**src/rtl/pyramid_blur_sequencer.sv**
```systemverilog
// pyramid_blur_sequencer
// Runs one 3x3 Gaussian-blur pass over a pyramid level stored in a source BRAM
// and writes the blurred level into a destination BRAM.
// For each centre pixel (raster order) it:
//   - issues the nine kernel reads with edge clamping,
//   - collects the returned taps into three row words,
//   - hands the rows to the gaussian unit,
//   - waits for the gaussian unit's result,
//   - writes the result back to the destination BRAM.
//
// Ports
//   clk_in, rst_n_in              clock, asynchronous active-low reset
//   start_in                      begin a pass (only sampled while idle)
//   level_w_in, level_h_in        level dimensions, latched at start
//   busy_out, done_out            pass in progress / 1-cycle completion pulse
//   rd_en_out, rd_addr_out        source BRAM read port
//   rd_data_in                    source data, READ_LATENCY cycles after rd_en_out
//   r0/r1/r2_data_out             kernel rows top/mid/bottom, tap kx in slot kx
//   blur_valid_out                1-cycle pulse: rows are ready for the gaussian unit
//   blur_data_in, blur_valid_in   result from the gaussian unit
//   wr_en_out, wr_addr_out,
//   wr_data_out                   destination BRAM write port
module pyramid_blur_sequencer #(
  parameter int WIDTH        = 128,
  parameter int HEIGHT       = 128,
  parameter int BIT_DEPTH    = 8,
  parameter int READ_LATENCY = 2,
  localparam int CW = $clog2(WIDTH) + 1,
  localparam int AW = $clog2(WIDTH * HEIGHT)
) (
  input  logic                   clk_in,
  input  logic                   rst_n_in,
  input  logic                   start_in,
  input  logic [CW-1:0]          level_w_in,
  input  logic [CW-1:0]          level_h_in,
  output logic                   busy_out,
  output logic                   done_out,
  output logic                   rd_en_out,
  output logic [AW-1:0]          rd_addr_out,
  input  logic [BIT_DEPTH-1:0]   rd_data_in,
  output logic [3*BIT_DEPTH-1:0] r0_data_out,
  output logic [3*BIT_DEPTH-1:0] r1_data_out,
  output logic [3*BIT_DEPTH-1:0] r2_data_out,
  output logic                   blur_valid_out,
  input  logic [BIT_DEPTH-1:0]   blur_data_in,
  input  logic                   blur_valid_in,
  output logic                   wr_en_out,
  output logic [AW-1:0]          wr_addr_out,
  output logic [BIT_DEPTH-1:0]   wr_data_out
);

  typedef enum logic [2:0] {
    S_IDLE, S_FETCH, S_DRAIN, S_BLUR, S_WAIT, S_WRITE, S_DONE
  } state_t;

  localparam logic [CW-1:0] ONE_C = CW'(1);

  state_t               state_reg, state_next;
  logic [CW-1:0]        w_reg, h_reg, cx_reg, cy_reg;
  logic [3:0]           tap_reg;
  logic [1:0]           kx_reg, ky_reg;
  logic [BIT_DEPTH-1:0] result_reg;
  logic [BIT_DEPTH-1:0] taps_reg [9];
  // Tracks which tap each outstanding read belongs to; the last stage lines
  // up with rd_data_in.
  logic                 pipe_v_reg   [READ_LATENCY];
  logic [3:0]           pipe_tap_reg [READ_LATENCY];

  logic [CW:0]   tx, ty;
  logic [CW-1:0] x_clamp, y_clamp;
  logic [AW-1:0] src_addr, dst_addr;
  logic          last_pixel, tap8_captured, capture;

  // Clamp (cx+kx-1, cy+ky-1) into the level.  tx/ty carry the +1 offset so
  // that a value of zero means "one pixel left of/above the edge".
  always_comb begin
    tx = {1'b0, cx_reg} + (CW+1)'(kx_reg);
    ty = {1'b0, cy_reg} + (CW+1)'(ky_reg);
    if (tx == '0)                  x_clamp = '0;
    else if (tx > {1'b0, w_reg})   x_clamp = w_reg - ONE_C;
    else                           x_clamp = cx_reg + CW'(kx_reg) - ONE_C;
    if (ty == '0)                  y_clamp = '0;
    else if (ty > {1'b0, h_reg})   y_clamp = h_reg - ONE_C;
    else                           y_clamp = cy_reg + CW'(ky_reg) - ONE_C;
    src_addr = AW'(x_clamp) + AW'(y_clamp) * AW'(w_reg);
    dst_addr = AW'(cx_reg) + AW'(cy_reg) * AW'(w_reg);
  end

  assign last_pixel    = (cx_reg == w_reg - ONE_C) && (cy_reg == h_reg - ONE_C);
  assign capture       = pipe_v_reg[READ_LATENCY-1];
  assign tap8_captured = capture && (pipe_tap_reg[READ_LATENCY-1] == 4'd8);

  // ---------------- FSM ----------------
  always_ff @(posedge clk_in or negedge rst_n_in) begin
    if (!rst_n_in) state_reg <= S_IDLE;
    else           state_reg <= state_next;
  end

  always_comb begin
    state_next     = state_reg;
    busy_out       = 1'b0;
    done_out       = 1'b0;
    rd_en_out      = 1'b0;
    rd_addr_out    = '0;
    blur_valid_out = 1'b0;
    wr_en_out      = 1'b0;
    wr_addr_out    = '0;
    wr_data_out    = '0;
    case (state_reg)
      S_IDLE: begin
        if (start_in) begin
          if (level_w_in == '0 || level_h_in == '0) state_next = S_DONE;
          else                                       state_next = S_FETCH;
        end
      end
      S_FETCH: begin
        busy_out    = 1'b1;
        rd_en_out   = 1'b1;
        rd_addr_out = src_addr;
        if (tap_reg == 4'd8) state_next = S_DRAIN;
      end
      S_DRAIN: begin
        busy_out = 1'b1;
        if (tap8_captured) state_next = S_BLUR;
      end
      S_BLUR: begin
        busy_out       = 1'b1;
        blur_valid_out = 1'b1;
        state_next     = S_WAIT;
      end
      S_WAIT: begin
        busy_out = 1'b1;
        if (blur_valid_in) state_next = S_WRITE;
      end
      S_WRITE: begin
        busy_out    = 1'b1;
        wr_en_out   = 1'b1;
        wr_addr_out = dst_addr;
        wr_data_out = result_reg;
        state_next  = last_pixel ? S_DONE : S_FETCH;
      end
      S_DONE: begin
        done_out   = 1'b1;
        state_next = S_IDLE;
      end
      default: state_next = S_IDLE;
    endcase
  end

  // ---------------- coordinates, tap counter, result ----------------
  always_ff @(posedge clk_in or negedge rst_n_in) begin
    if (!rst_n_in) begin
      w_reg      <= '0;
      h_reg      <= '0;
      cx_reg     <= '0;
      cy_reg     <= '0;
      tap_reg    <= '0;
      kx_reg     <= '0;
      ky_reg     <= '0;
      result_reg <= '0;
    end else begin
      case (state_reg)
        S_IDLE: begin
          if (start_in) begin
            w_reg   <= level_w_in;
            h_reg   <= level_h_in;
            cx_reg  <= '0;
            cy_reg  <= '0;
            tap_reg <= '0;
            kx_reg  <= '0;
            ky_reg  <= '0;
          end
        end
        S_FETCH: begin
          if (tap_reg == 4'd8) begin
            tap_reg <= '0;
            kx_reg  <= '0;
            ky_reg  <= '0;
          end else begin
            tap_reg <= tap_reg + 4'd1;
            if (kx_reg == 2'd2) begin
              kx_reg <= '0;
              ky_reg <= ky_reg + 2'd1;
            end else begin
              kx_reg <= kx_reg + 2'd1;
            end
          end
        end
        S_WAIT: begin
          if (blur_valid_in) result_reg <= blur_data_in;
        end
        S_WRITE: begin
          if (cx_reg == w_reg - ONE_C) begin
            cx_reg <= '0;
            cy_reg <= cy_reg + ONE_C;
          end else begin
            cx_reg <= cx_reg + ONE_C;
          end
        end
        default: ;
      endcase
    end
  end

  // ---------------- read-return tracking ----------------
  always_ff @(posedge clk_in or negedge rst_n_in) begin
    if (!rst_n_in) begin
      for (int i = 0; i < READ_LATENCY; i++) begin
        pipe_v_reg[i]   <= 1'b0;
        pipe_tap_reg[i] <= '0;
      end
    end else begin
      pipe_v_reg[0]   <= rd_en_out;
      pipe_tap_reg[0] <= tap_reg;
      for (int i = 1; i < READ_LATENCY; i++) begin
        pipe_v_reg[i]   <= pipe_v_reg[i-1];
        pipe_tap_reg[i] <= pipe_tap_reg[i-1];
      end
    end
  end

  // Taps only change while reads return (FETCH/DRAIN), so the rows stay
  // stable through BLUR and WAIT.
  for (genvar gi = 0; gi < 9; gi++) begin : g_tap
    always_ff @(posedge clk_in or negedge rst_n_in) begin
      if (!rst_n_in)
        taps_reg[gi] <= '0;
      else if (capture && pipe_tap_reg[READ_LATENCY-1] == 4'(gi))
        taps_reg[gi] <= rd_data_in;
    end
  end

  for (genvar gi = 0; gi < 3; gi++) begin : g_row
    assign r0_data_out[BIT_DEPTH*(gi+1)-1 -: BIT_DEPTH] = taps_reg[gi];
    assign r1_data_out[BIT_DEPTH*(gi+1)-1 -: BIT_DEPTH] = taps_reg[3+gi];
    assign r2_data_out[BIT_DEPTH*(gi+1)-1 -: BIT_DEPTH] = taps_reg[6+gi];
  end

endmodule

```
**config.mk**
```make
export PLATFORM = sky130hd
export DESIGN_NAME = pyramid_blur_sequencer
export DESIGN_NICKNAME = d
export VERILOG_FILES = /design/src/rtl/pyramid_blur_sequencer.sv
export SDC_FILE = /design/constraint.sdc
export NUM_CORES = 1
export LEC_CHECK = 0
export ABC_AREA = 0
export CORE_MARGIN = 2
export CORE_UTILIZATION = 61
export DETAILED_ROUTE_END_ITERATION = 8
export PLACE_DENSITY = 0.88
export SYNTH_ARGS = -nofsm -noshare
export SYNTH_HDL_FRONTEND = slang
export SYNTH_SLANG_ARGS = --single-unit
```
**constraint.sdc**
```tcl
create_clock -name clk_in -period 14.1 [get_ports clk_in]
set_input_delay 2.82 -clock clk_in [delete_from_list [all_inputs] [get_ports clk_in]]
set_output_delay 2.82 -clock clk_in [all_outputs]
set_load 0.02 [all_outputs]
```
* Yosys cells after proc, flatten, opt, wreduce, memory -nomap -nowiden *
Index checks and enable logic that the tools add are counted.

operators by class
  $add $sub $neg = 15
  multipliers = 2
  magnitude comparators = 2
  equality and inequality tests = 24
  mux-type cells = 34
  reduce and logical (&&, ||, !) cells = 27

operator list
  kind                                                                 number
  8-bit 2-to-1 mux                                                     8
  8-bit one-hot mux with 2 select lines                                2
  8-bit by 1-bit subtractor with 8-bit output (second input constant)  4
  8-bit by 14-bit adder with 14-bit output                             2
  8-bit by 8-bit multiplier with 14-bit output                         2
  14-bit 2-to-1 mux                                                    2
  8-bit by 2-bit adder with 9-bit output                               2
  9-bit by 8-bit greater-than comparator with 1-bit output             2
  9-bit zero test                                                      2
  3-bit 2-to-1 mux                                                     6
  3-bit one-hot mux with 6 select lines                                1
  8-bit by 1-bit adder with 8-bit output (second input constant)       2
  8-bit by 2-bit adder with 8-bit output                               2
  4-bit by 3-bit == test with 1-bit output (second input constant)     4
  8-bit == test                                                        2
  8-bit zero test                                                      2
  1-bit logical AND                                                    10
  2-bit 2-to-1 mux                                                     5
  2-bit != test (second input constant)                                5
  3-bit == test (second input constant)                                3
  4-bit by 2-bit == test with 1-bit output (second input constant)     2
  4-bit == test (second input constant)                                2
  4-bit 2-to-1 mux                                                     2
  2-bit one-hot mux with 2 select lines                                2
  17 further kinds                                                     28

word-level totals
  bits in registers = 133
  bits of input ports = 36
  logic and storage cells = 126

* Logic depth before layout (Yosys ltp) *
Gate-level depths: netlist of the first run.

  depth after elaboration = 7
  mapped depth = 34
  gate-level depth less buffers = 33

* Worst setup path after synthesis of the first run *
No wires, ideal clock.

  path kind = reg2out
  start = register cy_reg[1]
  end = output rd_addr_out[13]
  data arrival time = 7.297 ns
  setup slack = 3.983 ns
  cell stages (with the launch flop) = 29
  buffers on the path = 1
  path through = dfrtp_1 inv_1 ha_1 and2_1 o21ai_0 xnor2_1 inv_1 ha_1 nand4_1 nor3_1 a211oi_1 o21ai_0 clkbuf_1 nor2_1 a211oi_1 and2_1 fa_1 fa_1 fa_1 inv_1 fa_1 inv_1 ha_1 or3_1 a311oi_1 o31a_1 nor2_1 and3_1 a211o_1

between the ends
  word-level cells in the longest chain between the ends = 7
  elaborated cells between the ends (all ways) = 10
  classes of those cells = add/sub: 4; mul: 1; order compare: 1; mux: 3; reduce/logical: 1

ends and longest elaborated chain
  element                                                                                                                  RTL line  text
  start, declared                                                                                                          59        logic [CW-1:0] w_reg, h_reg, cx_reg, cy_reg;
  start signal, assigned                                                                                                   195       cy_reg <= cy_reg + ONE_C;
  8-bit by 2-bit adder with 8-bit output or 8-bit by 2-bit adder with 9-bit output (tied branches)                         84, 78
  8-bit by 1-bit subtractor with 8-bit output or 9-bit by 8-bit greater-than comparator with 1-bit output (tied branches)  84, 83
  8-bit 2-to-1 mux                                                                                                         83        else if (ty > {1'b0, h_reg}) y_clamp = h_reg - ONE_C;
  8-bit 2-to-1 mux *                                                                                                       82        if (ty == '0) y_clamp = '0;
  8-bit by 8-bit multiplier with 14-bit output *                                                                           85        src_addr = AW'(x_clamp) + AW'(y_clamp) * AW'(w_reg);
  8-bit by 14-bit adder with 14-bit output *                                                                               85
  14-bit 2-to-1 mux *                                                                                                      109       case (state_reg)
  end, declared                                                                                                            39        output logic [AW-1:0] rd_addr_out,

Mark *: on every way between the ends. The rest lies on a longest branch, timed or not.

* Worst setup path in the final report of the first run *
Same ends and word-level chain as after synthesis.

==> flow_summary.yaml, run 1 <==
setup_path:
  worst-r2r-setup-slack_ns: 10.41
  required_ns: 11.28
  arrival_ns: 9.03
  end_kind: "output pin"
  timing.rr.end: "cy_reg[7]"
  start_kind: "flip-flop"
  crit_slowest_cell: "a211oi_1"
  worstReg2RegStart: "state_reg[2]"
  path_common_cell: "inv_1"
  path_class: "reg -> out"
  rr_worst_depth: 8
  path_max_fanout: 14
  slowest_delay_ns: 0.82
power_and_ir_drop:
  p_sw_share_pct: 48.9
  vdd_ir_drop_max_mv: 0.167
  seqPwrFrac_pct: 19.2
  p_int_mw: 1.90
  power_leakage_nw: 6.79
  power_mw: 3.72
  power_frac_clock_pct: 12.4
  powerDensity_nw_per_um2: 265
  pwr-share-comb_pct: 68.4
  p_sw_mw: 1.82
timing:
  fin_worst_skew_ns: 0.0103
  fin_crit_ns: 11.85
  fmax_mhz: 84.4
  setup_viol_count_final: 0
  final.setup.tns_ns: 0
  slew_headroom_pct: 20.4
  finalCritPeriodShare_pct: 84.0
  finalMaxSlewViolations: 0
  fin_ws_ns: 2.25
  rsz0062_at_grt: "false"
  finalHoldViolCount: 0
  holdWs_ns: 0.354
  worst_pin_slew_ns: 1.19
routing:
  drt_first_pass_iters: 6
  wire_per_inst_um: 20.8
  drc_errors: 0
  drt_iter0_drc: 989
  num_vias: 9946
  antenna_left: 0
  routed_wl_mm: 33.5
  via_per_inst: 6.19
cells_and_area:
  multiInputGateArea_um2: 7590
  num-nets-final: 1596
  instances_no_fill: 1608
  syn2layout_area_growth_pct: 19.5
  design_area_um2: 14000
  post-route-util_pct: 74.6
  regArea_um2: 3330
  layout-drive-gt1-share_pct: 9.25
  fill_cells: 1210
logic_synthesis:
  postSynthCellCount: 1224
  syn-num-nets: 1460
  syn_avg_cell_area_um2: 9.57
  ys_seq_area_share_pct: 28.4
  synthFlopType: "dfrtp_1"
  yosysTopAreaCell: "dfrtp_1"
  yosysMostFrequentCell: "inv_1"
  ys_types: 57
  synth_common_cells: "167 x inv_1, 133 x dfrtp_1, 126 x nand2_1"
  synth_edf_count: 0
  synthTopCellsByArea: "dfrtp_1 28%, fa_1 15%, ha_1 12%"
  synth_warnings: 0
  synth.top_cell.area_share_pct: 28.4
  synthesis.area_um2: 11700
  synthArstFlopShare_pct: 100
  synth_seq_cells: 133
cts:
  clk_pin_slew_ns: 0.06
  cts_tree: "yes"
  clk_latency_ns: 0.43
  cts_buffers: 17
  cts-root-buf: "clkbuf_16"
  htree_levels: 4
  clock_sinks: 133
  post_cts_buffers: 0
  post_cts_resize_count: 0
  clock_path_buffers: 2
  cts_hold_buf: 0
hold_path:
  min_to: "pipe_tap_reg[3]"
  hp-start: "pipe_tap_reg[7]"
  hold_path_class: "reg -> reg"
  holdPathStages: 0
placed_design:
  dpl.hpwl_mm: 24.2
  gp_congestion: 0.986
  dp_slack_ns: 2.81
  place_area_um2: 13400
  placed_cells: 1575
  port_buffers: 148
die:
  dieWidth_um: 143
  rows: 50
  die_area_um2: 20300
  coreArea_um2: 18800
  dieHeight_um: 143
  num_io_pins: 149
  initial_core_util_pct: 62.4
global_routing:
  grt_first_pass_wirelength_mm: 53.9
  grt_pass1_vias: 10200
  antenna_found_initial: 1
  grt_max_degree: 86
  track_usage_pct: 34.3
  grt-ovfl-total: 0
job:
  drv_cap: 0
status:
  status: "finished clean"
-- cells in the final DEF (no fill, tap or decap), drive strengths merged, types with 33 or more instances in the layout --
| cell type | n |
|---|---|
| and2 | 33 |
| inv | 171 |
| o21ai | 58 |
| dfrtp | 133 |
| nor2 | 80 |
| fa | 90 |
| xnor2 | 60 |
| mux2 | 80 |
| clkdlybuf4s50 | 147 |
| ha | 110 |
| nand2 | 126 |
-- kinds of logic (layout without fill, tap and decap cells) --
logic type | Yosys count | count (layout) | share of synthesized area [%]
other | 0 | 1 | 0
AND/OR/NAND/NOR | 372 | 372 | 15.4
buffers and inverters | 211 | 360 | 6.79
multiplexers | 80 | 80 | 7.69
AO/OA/AOI/OAI | 148 | 148 | 8.00
XOR/XNOR | 80 | 80 | 6.57
flip-flops | 133 | 133 | 28.4
adder cells (fa/ha/maj) | 200 | 200 | 27.1
-- worst max path at each step --
stage	startpoint	end	slack (ns)
final	cy_reg[1]	rd_addr_out[13]	2.25
after CTS	cy_reg[1]	rd_addr_out[13]	2.32
after floorplan	cy_reg[1]	rd_addr_out[13]	3.98
after global routing	cy_reg[1]	rd_addr_out[13]	1.49
after global placement	cy_reg[1]	rd_addr_out[13]	3.10
after detailed placement	cy_reg[1]	rd_addr_out[13]	2.81
-- power groups by stage --
stage,Combinational (mW),Sequential [mW],Clock (mW)
2_1_floorplan,1.64,0.734,0
3_3_place_gp,2.40,0.685,0
3_5_place_dp,2.49,0.701,0
4_1_cts,2.53,0.705,0.460
5_1_grt,2.81,0.727,0.478
6_report,2.54,0.713,0.461
-- critical path, delay by kind of cell, from the launching register on --
kind / cells / cell delay (ns)
flops: 1 / 0.56
simple gates: 7 / 0.99
xor+xnor: 1 / 0.25
compound gates: 9 / 2.50
buf+inv: 7 / 1.19
fa+ha+maj: 7 / 3.08
-- layer usage --
layer | share of wire (%) | global-route usage (%) | up-vias
li1 | - | - | 4312
met1 | 38 | 42.9 | 4902
met2 | 49 | 56.1 | 591
met3 | 8.4 | 7.07 | 141
met4 | 5.5 | 18.8 | 0
met5 | 0 | 0 | -
-- layout make-up --
cell class / instances / area share (%)
diodes: 1 / 0.0179
clock buffers: 20 / 3.33
clock inverters: 12 / 1.01
inverters: 173 / 4.64
multi-input cells: 880 / 54.2
flip-flops and latches: 133 / 23.8
well taps: 234 / 2.09
repair buffers: 155 / 10.9
No activity file was read; power rests on OpenSTA's default activity.
==> run 2: changes to the inputs <==
- CORE_UTILIZATION: 61 -> 57
- PLACE_DENSITY: 0.88 -> 0.83
- clock period: 14.1 -> 12.18 ns (I/O delays scaled with it)
==> run 2 against run 1 <==
  * Cell count is 2.2% higher
  * Non-clock buffer count is 1 higher
  * Combinational power is 15% higher
  * Setup slack worse by 1.6 ns
  * Utilization is 5.0 points lower
  * Clock skew is 0.0014 ns lower
  * Critical path type unchanged
  * Critical endpoint unchanged
  * Largest power group unchanged
==> flow_summary.yaml, run 2 (synthesis gave the netlist of run 1 again) <==
status:
  status: "finished clean"
cells_and_area:
  layout-drive-gt1-share_pct: 9.24
  syn2layout_area_growth_pct: 20.2
  antenna_cells: 0
  final_common_cell: "inv_1"
  num-nets-final: 1597
  final_cell_mix: "167 x inv_1, 147 x clkdlybuf4s50_1, 133 x dfrtp_1, 126 x nand2_1, 110 x ha_1"
  design_area_um2: 14100
global_routing:
  antenna_found_initial: 0
  track_usage_pct: 30.8
  grt_first_pass_wirelength_mm: 52.3
  grt_max_degree: 84
  grt-ovfl-total: 0
  grt_pass1_vias: 9915
placed_design:
  port_buffers: 148
  dpl.hpwl_mm: 23.8
  gp_congestion: 0.950
  place_area_um2: 13400
cts:
  clock_path_buffers: 2
  post_cts_resize_count: 0
  clock_sinks: 133
  cts-root-buf: "clkbuf_16"
  clk_latency_ns: 0.43
  cts_tree: "yes"
  post_cts_buffers: 0
  htree_levels: 4
  cts_hold_buf: 0
  clk_pin_slew_ns: 0.06
  cts_buffers: 17
setup_path:
  crit_slowest_cell: "a211oi_1"
  required_ns: 9.74
  end_kind: "output pin"
  worst-r2r-setup-slack_ns: 8.48
  slowest_delay_ns: 0.87
  start_kind: "flip-flop"
  path_max_fanout: 14
  arrival_ns: 9.07
  path_class: "reg -> out"
routing:
  wl_met1_mm: 12.3
  routed-wl-met2_mm: 15.6
  wire_per_inst_um: 19.5
  num_vias: 9680
  drc_errors: 0
  antenna_left: 0
  top_layer_used: "met4"
  drt_iter0_drc: 898
  drt_first_pass_iters: 5
  routed_wl_mm: 32.1
  via_per_inst: 5.89
  dr_wl_met3_mm: 2.54
die:
  dieHeight_um: 147
  coreArea_um2: 20200
  dieWidth_um: 147
  die_area_um2: 21700
  rows: 52
  num_io_pins: 149
  initial_core_util_pct: 57.9
hold_path:
  hold_path_class: "reg -> reg"
power_and_ir_drop:
  power_leakage_nw: 6.81
  powerDensity_nw_per_um2: 304
  vdd_ir_drop_max_mv: 0.228
timing:
  slew_headroom_pct: 28.0
  fin_worst_skew_ns: 0.00892
  rsz0062_at_grt: "false"
  worst_pin_slew_ns: 1.07
  finalCritPeriodShare_pct: 94.5
  finalHoldViolCount: 0
  fmax_mhz: 86.9
  finalMaxSlewViolations: 0
  final.setup.tns_ns: 0
  fin_crit_ns: 11.50
  setup_viol_count_final: 0
job:
  drv_cap: 0
==> run 2: cell types whose count changed in the layout (fill, tap and decap cells not counted), sizes merged <==
| cell | previous run | this run |
|---|---|---|
| bufinv | 2 | 4 |
| clkbuf | 20 | 19 |
| inv | 171 | 170 |
| diode | 1 | 0 |
| buf | 8 | 9 |
==> run 2: area by class of cell <==
| cell class | count | area [um^2] |
|---|---|---|
| multi-input cells | 880 | 7590 |
| fillers | 1418 | 6150 |
| flip-flops and latches | 133 | 3330 |
| repair buffers | 156 | 1540 |
| inverters | 173 | 649 |
| clock buffers | 19 | 443 |
| well taps | 270 | 338 |
| clock inverters | 13 | 196 |
==> run 2: worst paths after layout <==
kind,startpoint,to,depth (start not counted)
max,cy_reg[1],rd_addr_out[13],29
min,pipe_tap_reg[6],pipe_tap_reg[2],0
max reg2reg,w_reg[0],cy_reg[6],10
min reg2reg,pipe_tap_reg[6],pipe_tap_reg[2],0
max in group asynchronous,rst_n_in,tap_reg[2],2
min in group asynchronous,rst_n_in,r0_data_out[16],1
==> run 2: critical path, delay by kind of cell, from the launching register on <==
| family | cells | cell delay [ns] |
|---|---|---|
| buf+inv | 6 | 1.18 |
| fa+ha+maj | 7 | 2.91 |
| flops | 1 | 0.56 |
| simple gates | 8 | 1.52 |
| compound gates | 7 | 2.27 |
| xor+xnor | 1 | 0.19 |
==> run 2: layer usage <==
layer  GRT usage, %  up-vias
met1           38.8     4712
met5              0        -
met4           14.8        0
met3           5.65      112
li1               -     4316
met2           51.6      540
==> run 2: stage by stage <==
stage	cells	total power, mW	setup slack (ns)	utilization (%)	hold WS, ns
floorplan	1224	2.75	2.45	-	0.331
global route	1644	4.66	0.153	69.6	0.356
detailed placement	1612	3.67	1.24	66.4	0.335
finish	1644	4.28	0.676	69.6	0.344
CTS	1644	4.27	0.756	69.6	0.345
global placement	1612	3.57	1.54	66.4	0.332
==> run 2: report_power, final <==
part           leakage [nW]  internal (mW)  switching (mW)  total [mW]
Combinational          4.80           1.25            1.65        2.91
Sequential             1.70          0.615           0.196       0.810
Clock                 0.310          0.351           0.209       0.561
Total                  6.81           2.22            2.06        4.28
==> run 3: changes to the inputs <==
- RECOVER_POWER: unset -> 50
- REMOVE_ABC_BUFFERS: unset -> 1
==> run 3 against run 2 <==
  * The flow now finishes with violations (capacitance limit, slew limit)
  * Clock power down 7.5%
  * Die area unchanged
  * Design area is 0.54% lower
  * Routed wire length down 6.5%
  * Cell count is essentially flat
  * Hold slack gained 0.0090 ns
  * Sequential share of layout area up 0.13 points
  * Fmax rose by 0.48%
  * Combinational power down 2%
  * Critical path type unchanged
==> flow_summary.yaml, run 3 (synthesis gave the netlist of run 1 again) <==
cells_and_area:
  syn2layout_area_growth_pct: 19.6
  antenna_cells: 0
  final_cell_mix: "167 x inv_1, 138 x clkdlybuf4s50_1, 133 x dfrtp_1, 126 x nand2_1, 110 x ha_1"
  layout-drive-gt1-share_pct: 8.89
  final_common_cell: "inv_1"
  num-nets-final: 1596
  fill_cells: 1504
hold_path:
  hp-start: "pipe_tap_reg[5]"
  min_to: "pipe_tap_reg[1]"
  holdPathStages: 0
  hold_path_class: "reg -> reg"
global_routing:
  grt_max_degree: 74
  grt_pass1_vias: 9673
  grt-ovfl-total: 0
  use_met2_pct: 49.3
  antenna_found_initial: 0
  met3_usage_pct: 6.40
  met1_usage_pct: 36.2
  track_usage_pct: 28.9
  grt_first_pass_wirelength_mm: 49.4
  grt.busiest_layer: "met2"
timing:
  slew_headroom_pct: -163
  finalHoldViolCount: 0
  finalCritPeriodShare_pct: 94.0
  worst_pin_slew_ns: 3.95
  fin_worst_skew_ns: 0.0179
  fin_crit_ns: 11.45
  finalMaxSlewViolations: 178
  final.setup.tns_ns: 0
  setup_viol_count_final: 0
  rsz0062_at_grt: "false"
  fmax_mhz: 87.3
power_and_ir_drop:
  seqPwrFrac_pct: 19.5
  pwr-share-comb_pct: 68.1
  power_mw: 4.18
  power_leakage_nw: 6.77
  power_frac_clock_pct: 12.4
  vdd_ir_drop_max_mv: 0.236
  powerDensity_nw_per_um2: 298
  p_sw_share_pct: 48.8
  p_sw_mw: 2.04
  p_int_mw: 2.14
routing:
  num_vias: 9408
  antenna_left: 0
  routed_wl_mm: 30.0
  wire_per_inst_um: 18.2
  drt_iter0_drc: 585
  via_per_inst: 5.73
  drt_first_pass_iters: 5
  drc_errors: 0
die:
  num_io_pins: 149
  dieHeight_um: 147
  rows: 52
  die_area_um2: 21700
  coreArea_um2: 20200
  initial_core_util_pct: 57.9
  dieWidth_um: 147
setup_path:
  crit_slowest_cell: "a211oi_1"
  required_ns: 9.74
  path_common_cell: "inv_1"
  arrival_ns: 9.01
  start_kind: "flip-flop"
  path_class: "reg -> out"
  path_max_fanout: 14
  worst-r2r-setup-slack_ns: 8.19
  end_kind: "output pin"
  slowest_delay_ns: 0.78
  worstReg2RegStart: "state_reg[0]"
  rr_worst_depth: 8
  timing.rr.end: "cy_reg[7]"
cts:
  post_cts_buffers: 0
  cts_hold_buf: 0
  cts_buffers: 17
  post_cts_resize_count: 0
  clock_sinks: 133
  cts-root-buf: "clkbuf_16"
  clk_pin_slew_ns: 0.07
  cts_tree: "yes"
  htree_levels: 4
  clock_path_buffers: 2
  clk_latency_ns: 0.44
status:
  status: "finished with violations"
  violations: "capacitance limit, slew limit"
placed_design:
  dpl.hpwl_mm: 22.3
  port_buffers: 148
  gp_congestion: 0.937
job:
  drv_cap: 3
## run 3: layout make-up
| type | instances | area, um^2 | area share [%] |
|---|---|---|---|
| clock inverters | 15 | 160 | 1.14 |
| inverters | 173 | 649 | 4.64 |
| multi-input cells | 880 | 7590 | 54.2 |
| well taps | 270 | 338 | 2.41 |
| flip-flops and latches | 133 | 3330 | 23.8 |
| clock buffers | 17 | 425 | 3.04 |
| repair buffers | 155 | 1520 | 10.8 |
## run 3: worst max-delay path by stage
stage	endpoint	start	cells after the start
2_1_floorplan	rd_addr_out[13]	cy_reg[1]	27
6_report	rd_addr_out[13]	cy_reg[1]	31
5_1_grt	rd_addr_out[13]	cy_reg[1]	31
3_3_place_gp	rd_addr_out[13]	cy_reg[1]	31
4_1_cts	rd_addr_out[13]	cy_reg[1]	31
3_5_place_dp	rd_addr_out[13]	cy_reg[1]	31
## run 3: per-stage QoR
step	worst slack (ns)	cells	instance area (um^2)	hold slack, ns	util (%)
CTS	0.749	1643	14000	0.352	69.3
floorplan	2.23	1186	11600	0.331	-
finish	0.731	1643	14000	0.352	69.2
global route	0.0155	1643	14000	0.354	69.2
detailed placement	1.28	1611	13400	0.335	66.4
global placement	1.54	1611	13400	0.331	66.4
## run 3: power groups by stage
stage               Combinational (mW)  Clock (mW)  Sequential [mW]
floorplan                         1.84           0            0.887
global placement                  2.77           0            0.800
detailed placement                2.84           0            0.810
CTS                               2.87       0.520            0.808
global route                      3.21       0.545            0.837
finish                            2.85       0.519            0.813
## run 3: metal layers
layer  share of wire, %  wire length (um)  vias to the layer above
met5                  0                 0                        -
met3                6.8              2050                       90
met4                3.7              1120                        0
met2                 49             14600                      406
li1                   -                 -                     4318
met1                 41             12200                     4594
## run 3: worst max-delay path: cells and delay by family, from the launching register on
family / cells / cell delay (ns)
buffers and inverters: 7 / 1.20
adder cells (fa/ha/maj): 7 / 3.08
XOR/XNOR: 1 / 0.19
flip-flops: 1 / 0.60
AO/OA/AOI/OAI: 10 / 2.73
AND/OR/NAND/NOR: 6 / 0.79
